[config.mk]
export PLATFORM = sky130hd
export DESIGN_NAME = vdiv_arbiter
export DESIGN_NICKNAME = d
export VERILOG_FILES = /design/src/rtl/vdiv_arbiter_pkg.sv /design/src/rtl/rr_arbiter.sv /design/src/rtl/vdiv_arbiter.sv
export SDC_FILE = /design/constraint.sdc
export NUM_CORES = 1
export LEC_CHECK = 0
export ABC_AREA = 1
export CAP_MARGIN = 20
export CORE_ASPECT_RATIO = 0.9
export CORE_MARGIN = 3
export CORE_UTILIZATION = 37
export DETAILED_ROUTE_END_ITERATION = 12
export PLACE_DENSITY = 0.87
export SETUP_SLACK_MARGIN = 0.02
export SYNTH_ARGS = -nofsm -noshare
export SYNTH_HDL_FRONTEND = slang
export SYNTH_SLANG_ARGS = --single-unit
[constraint.sdc]
create_clock -name CLK -period 3.3 [get_ports CLK]
set_clock_uncertainty 0.2 [all_clocks]
set_input_delay 0.66 -clock CLK [delete_from_list [all_inputs] [get_ports CLK]]
set_output_delay 0.66 -clock CLK [all_outputs]
set_load 0.02 [all_outputs]
[src/rtl/vdiv_arbiter_pkg.sv]
// Shared types and constants for the FP16 divider arbiter.
package vdiv_arbiter_pkg;

    typedef enum logic [1:0] {
        IDLE,
        BUSY,
        RESP
    } vdiv_arb_state_t;

    localparam logic [15:0] FP16_QNAN = 16'h7E00;

endpackage

[src/rtl/rr_arbiter.sv]
// Combinational round-robin arbiter: grants the first requester after `last`,
// wrapping around. Output is one-hot, or zero when nothing is requesting.
module rr_arbiter #(
    parameter int N = 4,
    localparam int LW = (N > 1) ? $clog2(N) : 1
) (
    input  logic [N-1:0]  req,
    input  logic [LW-1:0] last,
    output logic [N-1:0]  gnt
);

    logic found;

    // Offset k walks the priority order; the first requesting slot wins.
    always_comb begin
        gnt   = '0;
        found = 1'b0;
        for (int k = 0; k < N; k++) begin
            for (int i = 0; i < N; i++) begin
                if (!found && req[i] && (i == (int'(last) + 1 + k) % N)) begin
                    gnt[i] = 1'b1;
                    found  = 1'b1;
                end
            end
        end
    end

endmodule

[src/rtl/vdiv_arbiter.sv]
// Shares one FP16 divider among NREQ requesters with round-robin arbitration,
// a watchdog on the divider's done, and a backpressured tagged response.
//
// state | meaning
// IDLE  | arbitrate; req_ready = grant, accept latches operands
// BUSY  | div_en high, wait for div_done or watchdog expiry
// RESP  | rsp_valid high, hold response until rsp_ready
module vdiv_arbiter
    import vdiv_arbiter_pkg::*;
#(
    parameter int NREQ    = 4,
    parameter int IDW     = $clog2(NREQ),
    parameter int TIMEOUT = 64
) (
    input  logic                  CLK,
    input  logic                  RST,
    input  logic [NREQ-1:0]       req_valid,
    input  logic [NREQ-1:0][15:0] req_a,
    input  logic [NREQ-1:0][15:0] req_b,
    output logic [NREQ-1:0]       req_ready,
    output logic                  div_en,
    output logic [15:0]           div_a,
    output logic [15:0]           div_b,
    input  logic                  div_done,
    input  logic [15:0]           div_result,
    output logic                  rsp_valid,
    output logic [IDW-1:0]        rsp_id,
    output logic [15:0]           rsp_result,
    output logic                  rsp_err,
    input  logic                  rsp_ready
);

    localparam int LW  = $clog2(NREQ);
    localparam int WDW = $clog2(TIMEOUT) + 1;
    localparam logic [WDW-1:0] WDOG_LAST = WDW'(TIMEOUT - 1);

    vdiv_arb_state_t state;
    logic [LW-1:0]   last_q;
    logic [WDW-1:0]  wdog;
    logic [NREQ-1:0] grant;
    logic [LW-1:0]   gnt_idx;
    logic [15:0]     a_sel;
    logic [15:0]     b_sel;

    rr_arbiter #(.N(NREQ)) u_rr (
        .req  (req_valid),
        .last (last_q),
        .gnt  (grant)
    );

    assign req_ready = (state == IDLE) ? grant : '0;

    // Grant is one-hot, so OR-ing the selected lanes acts as a mux.
    always_comb begin
        gnt_idx = '0;
        a_sel   = '0;
        b_sel   = '0;
        for (int i = 0; i < NREQ; i++) begin
            if (grant[i]) begin
                gnt_idx = gnt_idx | LW'(i);
                a_sel   = a_sel | req_a[i];
                b_sel   = b_sel | req_b[i];
            end
        end
    end

    always_ff @(posedge CLK) begin
        if (RST) begin
            state      <= IDLE;
            last_q     <= LW'(NREQ - 1);
            wdog       <= '0;
            div_en     <= 1'b0;
            div_a      <= '0;
            div_b      <= '0;
            rsp_valid  <= 1'b0;
            rsp_id     <= '0;
            rsp_result <= '0;
            rsp_err    <= 1'b0;
        end else begin
            case (state)
                IDLE: begin
                    if (|req_ready) begin
                        div_a  <= a_sel;
                        div_b  <= b_sel;
                        rsp_id <= IDW'(gnt_idx);
                        last_q <= gnt_idx;
                        wdog   <= '0;
                        div_en <= 1'b1;
                        state  <= BUSY;
                    end
                end
                BUSY: begin
                    if (wdog != '1) begin
                        wdog <= wdog + 1'b1;
                    end
                    // done has priority over a coincident watchdog expiry
                    if (div_done) begin
                        rsp_result <= div_result;
                        rsp_err    <= 1'b0;
                        rsp_valid  <= 1'b1;
                        div_en     <= 1'b0;
                        state      <= RESP;
                    end else if (wdog == WDOG_LAST) begin
                        rsp_result <= FP16_QNAN;
                        rsp_err    <= 1'b1;
                        rsp_valid  <= 1'b1;
                        div_en     <= 1'b0;
                        state      <= RESP;
                    end
                end
                RESP: begin
                    if (rsp_ready) begin
                        rsp_valid <= 1'b0;
                        state     <= IDLE;
                    end
                end
                default: state <= IDLE;
            endcase
        end
    end

endmodule

==> results of run 1 <==
[stage by stage]
step	TNS [ps]	area [sq um]	std cells
after floorplan	0	3370	511
after global placement	-2380	5630	829
after detailed placement	-7650	5630	829
after CTS	0	5880	847
after global routing	0	5910	848
final	0	5910	848
[placed cells by master (no fill, tap or decap), types with 15 or more instances in the layout]
| cell type | Yosys | final |
|---|---|---|
| a21oi_1 | 75 | 75 |
| o21ai_0 | 25 | 24 |
| nand2_1 | 157 | 155 |
| nor3_1 | 15 | 15 |
| clkdlybuf4s50_1 | 0 | 200 |
| nand3_1 | 49 | 47 |
| buf_4 | 3 | 24 |
| nor2_1 | 26 | 24 |
| dfxtp_1 | 64 | 62 |
| inv_1 | 26 | 25 |
[synth_stat cells]
cell | count | area share
nor3_1 | 15 | 0.022
nand4_1 | 6 | 0.011
o21ai_0 | 25 | 0.037
o21ai_2 | 1 | 0.0026
nor2_2 | 2 | 0.0037
nand3_2 | 1 | 0.0030
dfxtp_1 | 64 | 0.38
a21oi_1 | 75 | 0.11
o31ai_1 | 1 | 0.0022
a31oi_1 | 1 | 0.0019
nand3b_1 | 1 | 0.0022
or2_2 | 1 | 0.0019
nand3_1 | 49 | 0.073
buf_4 | 3 | 0.0067
nand4_2 | 2 | 0.0074
a21oi_2 | 10 | 0.026
buf_6 | 2 | 0.0067
o21ai_1 | 10 | 0.015
inv_2 | 1 | 0.0011
nor2_4 | 1 | 0.0033
a31o_2 | 1 | 0.0026
o21bai_1 | 2 | 0.0044
inv_1 | 26 | 0.029
a211oi_1 | 1 | 0.0022
ha_1 | 1 | 0.0037
buf_2 | 13 | 0.019
nand2_1 | 157 | 0.17
clkbuf_1 | 11 | 0.012
nor2_1 | 26 | 0.029
xor2_1 | 2 | 0.0052
[kinds of logic after synthesis]
group | count (synthesis) | share of synthesized area
DFF | 64 | 0.380
adders and majority gates | 1 | 0.00371
buffers and inverters | 56 | 0.0749
xor gates and xnor gates | 2 | 0.00519
and+or+nand+nor | 261 | 0.331
AOI/OAI and AO/OA | 127 | 0.205
[area by class of cell]
type | count | area [sq um] | area share
Inverter | 27 | 101 | 0.0172
Timing Repair Buffer | 231 | 2270 | 0.384
Multi-Input combinational cell | 391 | 1880 | 0.318
Tap cell | 119 | 149 | 0.0252
Sequential cell | 64 | 1280 | 0.217
Clock buffer | 9 | 124 | 0.0210
Clock inverter | 7 | 104 | 0.0176
[metal layers]
layer	routed length, um	vias to the layer above
li1	-	2133
met1	4760	1997
met2	6620	193
met3	1010	29
met4	276	0
met5	0	-
[report_power, final]
group          switching (mW)  leakage, nW  internal (mW)  total, mW
Combinational            1.73         1.78           1.20       2.93
Sequential              0.135        0.527           1.01       1.15
Clock                   0.324        0.114          0.434      0.758
[critical path, cell delays in order]
cell and delay (ps):
dlygate4sd2_1 260, nand3_2 90, nand3_1 100, nor2_2 130
nand4_2 120, nor2_4 160, nand4_4 110, nor2_4 130
nand4_1 100, nand2_1 90, nand2_1 80, inv_1 80
buf_4 130
[final timing paths]
kind,start,to,cells after the start
setup / recovery,req_valid[0],req_ready[2],13
hold / removal,rsp_result[0],rsp_result[0],2
setup reg to reg,last_q[0],div_b[1],16
hold reg to reg,rsp_result[0],rsp_result[0],2
[registers in the layout, indices dropped and copies added (netlist names)]
signal,flops
div_a,16
div_b,16
div_en,1
last_q,2
rsp_err,1
rsp_id,2
rsp_result,16
rsp_valid,1
state,2
wdog,7
[timing repair]
action | in CTS | in global routing
gates resized for setup | 28 | 8
hold endpoints to repair | 0 | 0
buffers inserted | 2 | 1
pin swaps | 6 | 4
setup endpoints to repair | 4 | 32
==> impl_metrics.csv, run 1 <==
group,metric,value,unit
sta,finalHoldViolations,0,
sta,finalHoldWorstSlack,263,ps
sta,rsz0062_at_grt,"no",
detailed_routing,ant_nets,0,
clock_tree,clkSlewWorstSetupHoldPaths,70,ps
layout,syn_to_final_growth,75.1,%
sta,tightest_slew,704,ps
clock_tree,cts_tree,"built",
die,core,8730,sq um
place,place.gp.congestion,0.913,
clock_tree,clockRootBuffer,"clkbuf_8",
layout,fill_cells,755,
synthesis,ys_ff_latch,64,
detailed_routing,wl_per_cell,14.9,um
power_and_ir_drop,power_density,819,nW/um^2
sta,min_period_over_period,0.945,
layout,fin_util,0.677,
global_route,antenna_found_initial,0,
setup_path,cp-end-kind,"output pin",
clock_tree,cts.htree.levels,3,
detailed_routing,drc,0,
sta,clock.fmax,0.321,GHz
synthesis,syn_area_per_cell,6.60,sq um
layout,n_antenna_cell,0,
setup_path,r2r_slack,400,ps
power_and_ir_drop,irDropWorstVdd,0.000474,V
place,place.port_buffers,208,
global_route,grt_pass1_wl,20300,um
sta,period_minus_slack,3120,ps
synthesis,netlist_area,3370,sq um
clock_tree,clock-sinks,64,
sta,drv_slew,0,
setup_path,worstSetupPathType,"in -> out",
setup_path,cp_data_required_time,2440,ps
sta,setup_ws,183,ps
detailed_routing,via_per_inst,5.13,
power_and_ir_drop,p_leak,2.42,nW
die,die_x,107,um
die,fp-row-count,32,
status,outcome,"completed",
global_route,grt_max_degree,39,
global_route,overflow,0,
flow_run,drv_cap,0,
detailed_routing,drt_iter0_drc,182,
global_route,grt_pass1_vias,4292,
synthesis,ys_warn_count,0,
clock_tree,clk_latency,330,ps
clock_tree,cts-hold-fix-buffers,0,
synthesis,synth_cells,511,
worst_hold_path,worstHoldPathType,"reg -> reg",
setup_path,path_max_fanout,4,
die,initial_utilization,0.386,
setup_path,crit_path_start_kind,"primary input",
clock_tree,clk_path_buf_depth,2,
power_and_ir_drop,power,4.84,mW
layout,drive_gt1_frac,0.100,
global_route,grtUsageTotal,0.245,
global_route,met1_usage,0.270,
global_route,grtUsageMet2,0.463,
synthesis,ys_types,30,
sta,setup_viol,0,
detailed_routing,via_count,4352,
place,pre_cts_slack,-494,ps
die,pin_count,209,
die,die-height,96.6,um
synthesis,seq_area_frac_synth,0.380,
detailed_routing,first_pass_iters,7,
detailed_routing,wl,12700,um
setup_path,cp.arrival,2260,ps
global_route,grt_most_used_layer,"met2",
synthesis,syn-num-nets,664,
global_route,use_met3,0.0645,
layout,nets,877,
clock_tree,numCtsBuffers,9,
sta,relSlewSlack,0.529,
place,dpl.hpwl,9580,um
die,design.die.area,10300,sq um
No activity file was read; power rests on OpenSTA's default activity.
==> inputs of run 2 (changes only) <==
--- a/config.mk
+++ b/config.mk
@@ -11,6 +11,7 @@
 export CORE_MARGIN = 3
 export CORE_UTILIZATION = 37
 export DETAILED_ROUTE_END_ITERATION = 12
+export GPL_TIMING_DRIVEN = 0
 export PLACE_DENSITY = 0.87
 export SETUP_SLACK_MARGIN = 0.02
 export SYNTH_ARGS = -nofsm -noshare
==> run 2 against run 1 <==
- flip-flop and latch count is the same
- first-iteration DRC count increased by 46%
- critical path depth grew 1
==> impl_metrics.csv, run 2 (synthesis gave the netlist of run 1 again) <==
group,metric,value,unit
layout,fin_util,0.678,
global_route,grtUsageTotal,0.262,
die,design.die.area,10300,sq um
detailed_routing,drc,0,
place,dpl.hpwl,10500,um
power_and_ir_drop,power,4.93,mW
global_route,grt_pass1_wl,21300,um
global_route,antenna_found_initial,0,
setup_path,cp_data_required_time,2440,ps
sta,setup_ws,154,ps
power_and_ir_drop,power_density,833,nW/um^2
clock_tree,clk_path_buf_depth,2,
detailed_routing,wl_met3,1030,um
worst_hold_path,worstHoldPathType,"reg -> reg",
status,outcome,"completed",
setup_path,cp.arrival,2290,ps
global_route,grt_pass1_vias,4375,
clock_tree,cts_tree,"built",
sta,relSlewSlack,0.616,
die,core,8730,sq um
layout,final_cells,862,
global_route,overflow,0,
die,die-height,96.6,um
detailed_routing,ant_nets,0,
detailed_routing,highest_layer,"met4",
place,placed_cells,837,
layout,syn_to_final_growth,75.6,%
die,pin_count,209,
detailed_routing,via_per_inst,5.13,
clock_tree,clkSlewWorstSetupHoldPaths,80,ps
power_and_ir_drop,p_leak,2.43,nW
layout,nets,891,
detailed_routing,wl,13600,um
flow_run,drv_cap,0,
clock_tree,clock-sinks,64,
sta,drv_slew,0,
setup_path,worstSetupPathType,"reg -> out",
clock_tree,cts.htree.levels,3,
setup_path,cp-end-kind,"output pin",
sta,tightest_slew,574,ps
detailed_routing,wl_met2,6670,um
clock_tree,clk_latency,340,ps
global_route,grt_max_degree,14,
setup_path,crit_path_start_kind,"flip-flop",
layout,final_common_cell,"clkdlybuf4s50_1",
sta,setup_viol,0,
clock_tree,numCtsBuffers,9,
detailed_routing,drt-met1-wl,5410,um
sta,period_minus_slack,3150,ps
setup_path,r2r_slack,330,ps
sta,min_period_over_period,0.953,
sta,finalSetupTns,0,ps
sta,finalHoldViolations,0,
layout,drive_gt1_frac,0.114,
place,place.port_buffers,207,
sta,clock.fmax,0.318,GHz
clock_tree,clockRootBuffer,"clkbuf_8",
power_and_ir_drop,irDropWorstVdd,0.000369,V
layout,final_cell_mix,"199 x clkdlybuf4s50_1, 149 x nand2_1, 75 x a21oi_1",
die,initial_utilization,0.386,
detailed_routing,wl_per_cell,15.8,um
layout,reg_top3,"div_a (16), div_b (16), rsp_result (16)",
place,place.gp.congestion,0.872,
detailed_routing,drt_iter0_drc,265,
place,pre_cts_slack,-942,ps
layout,n_antenna_cell,0,
layout,fill_cells,753,
detailed_routing,via_count,4426,
detailed_routing,first_pass_iters,7,
die,fp-row-count,32,
die,die_x,107,um
setup_path,path_max_fanout,8,
## run 2: per-layer routing
metal | vias up | global-route usage
met5 | - | 0
met4 | 0 | 0.103
met2 | 196 | 0.457
li1 | 2166 | -
met1 | 2022 | 0.307
met3 | 42 | 0.0724
## run 2: through the flow
step	hold slack [ps]	cell area, sq um
floorplan	253	3370
global placement	248	5590
detailed placement	257	5590
CTS	267	5890
global route	284	5920
finish	265	5920
## run 2: worst paths after layout
path,from,end,cells past startpoint
worst min register to register,rsp_result[3],rsp_result[3],2
worst max register to register,last_q[1],div_b[14],17
worst max-delay path,last_q[0],req_ready[3],14
worst min-delay path,rsp_result[3],rsp_result[3],2
## run 2: layout make-up
| type | count | area [sq um] | share of cell area |
|---|---|---|---|
| repair buffers | 216 | 2130 | 0.359 |
| multi-input cells | 391 | 1910 | 0.323 |
| flip-flops and latches | 64 | 1280 | 0.217 |
| plain buffers | 29 | 151 | 0.0256 |
| well taps | 119 | 149 | 0.0251 |
| clock buffers | 9 | 124 | 0.0209 |
| inverters | 27 | 101 | 0.0171 |
| clock inverters | 7 | 77.6 | 0.0131 |
## run 2: worst max-delay path: stages (launching register included)
cell	delay [ps]
dfxtp_1	310
buf_4	160
nor2_1	80
nand2_2	90
nand3_1	100
nor2_2	130
nand4_2	120
nor2_4	140
nand4_4	110
nor2_4	150
nand4_1	160
nand2_4	100
nand2_2	80
inv_2	100
buf_6	120
## run 2: where the power goes
part           switching [mW]  leakage (nW)  internal (mW)
Combinational            1.86          1.80           1.25
Sequential              0.129         0.527           1.01
Clock                   0.328         0.101          0.356
Total                    2.32          2.43           2.61
## run 2: timing repair
item | CTS | global route
endpoints found under the setup margin | 4 | 4
setup buffers | 7 | 2
endpoints found under the hold margin | 0 | 0
pin swaps | 6 | 5
hold buffers | 0 | 0
gates resized for setup | 36 | 18
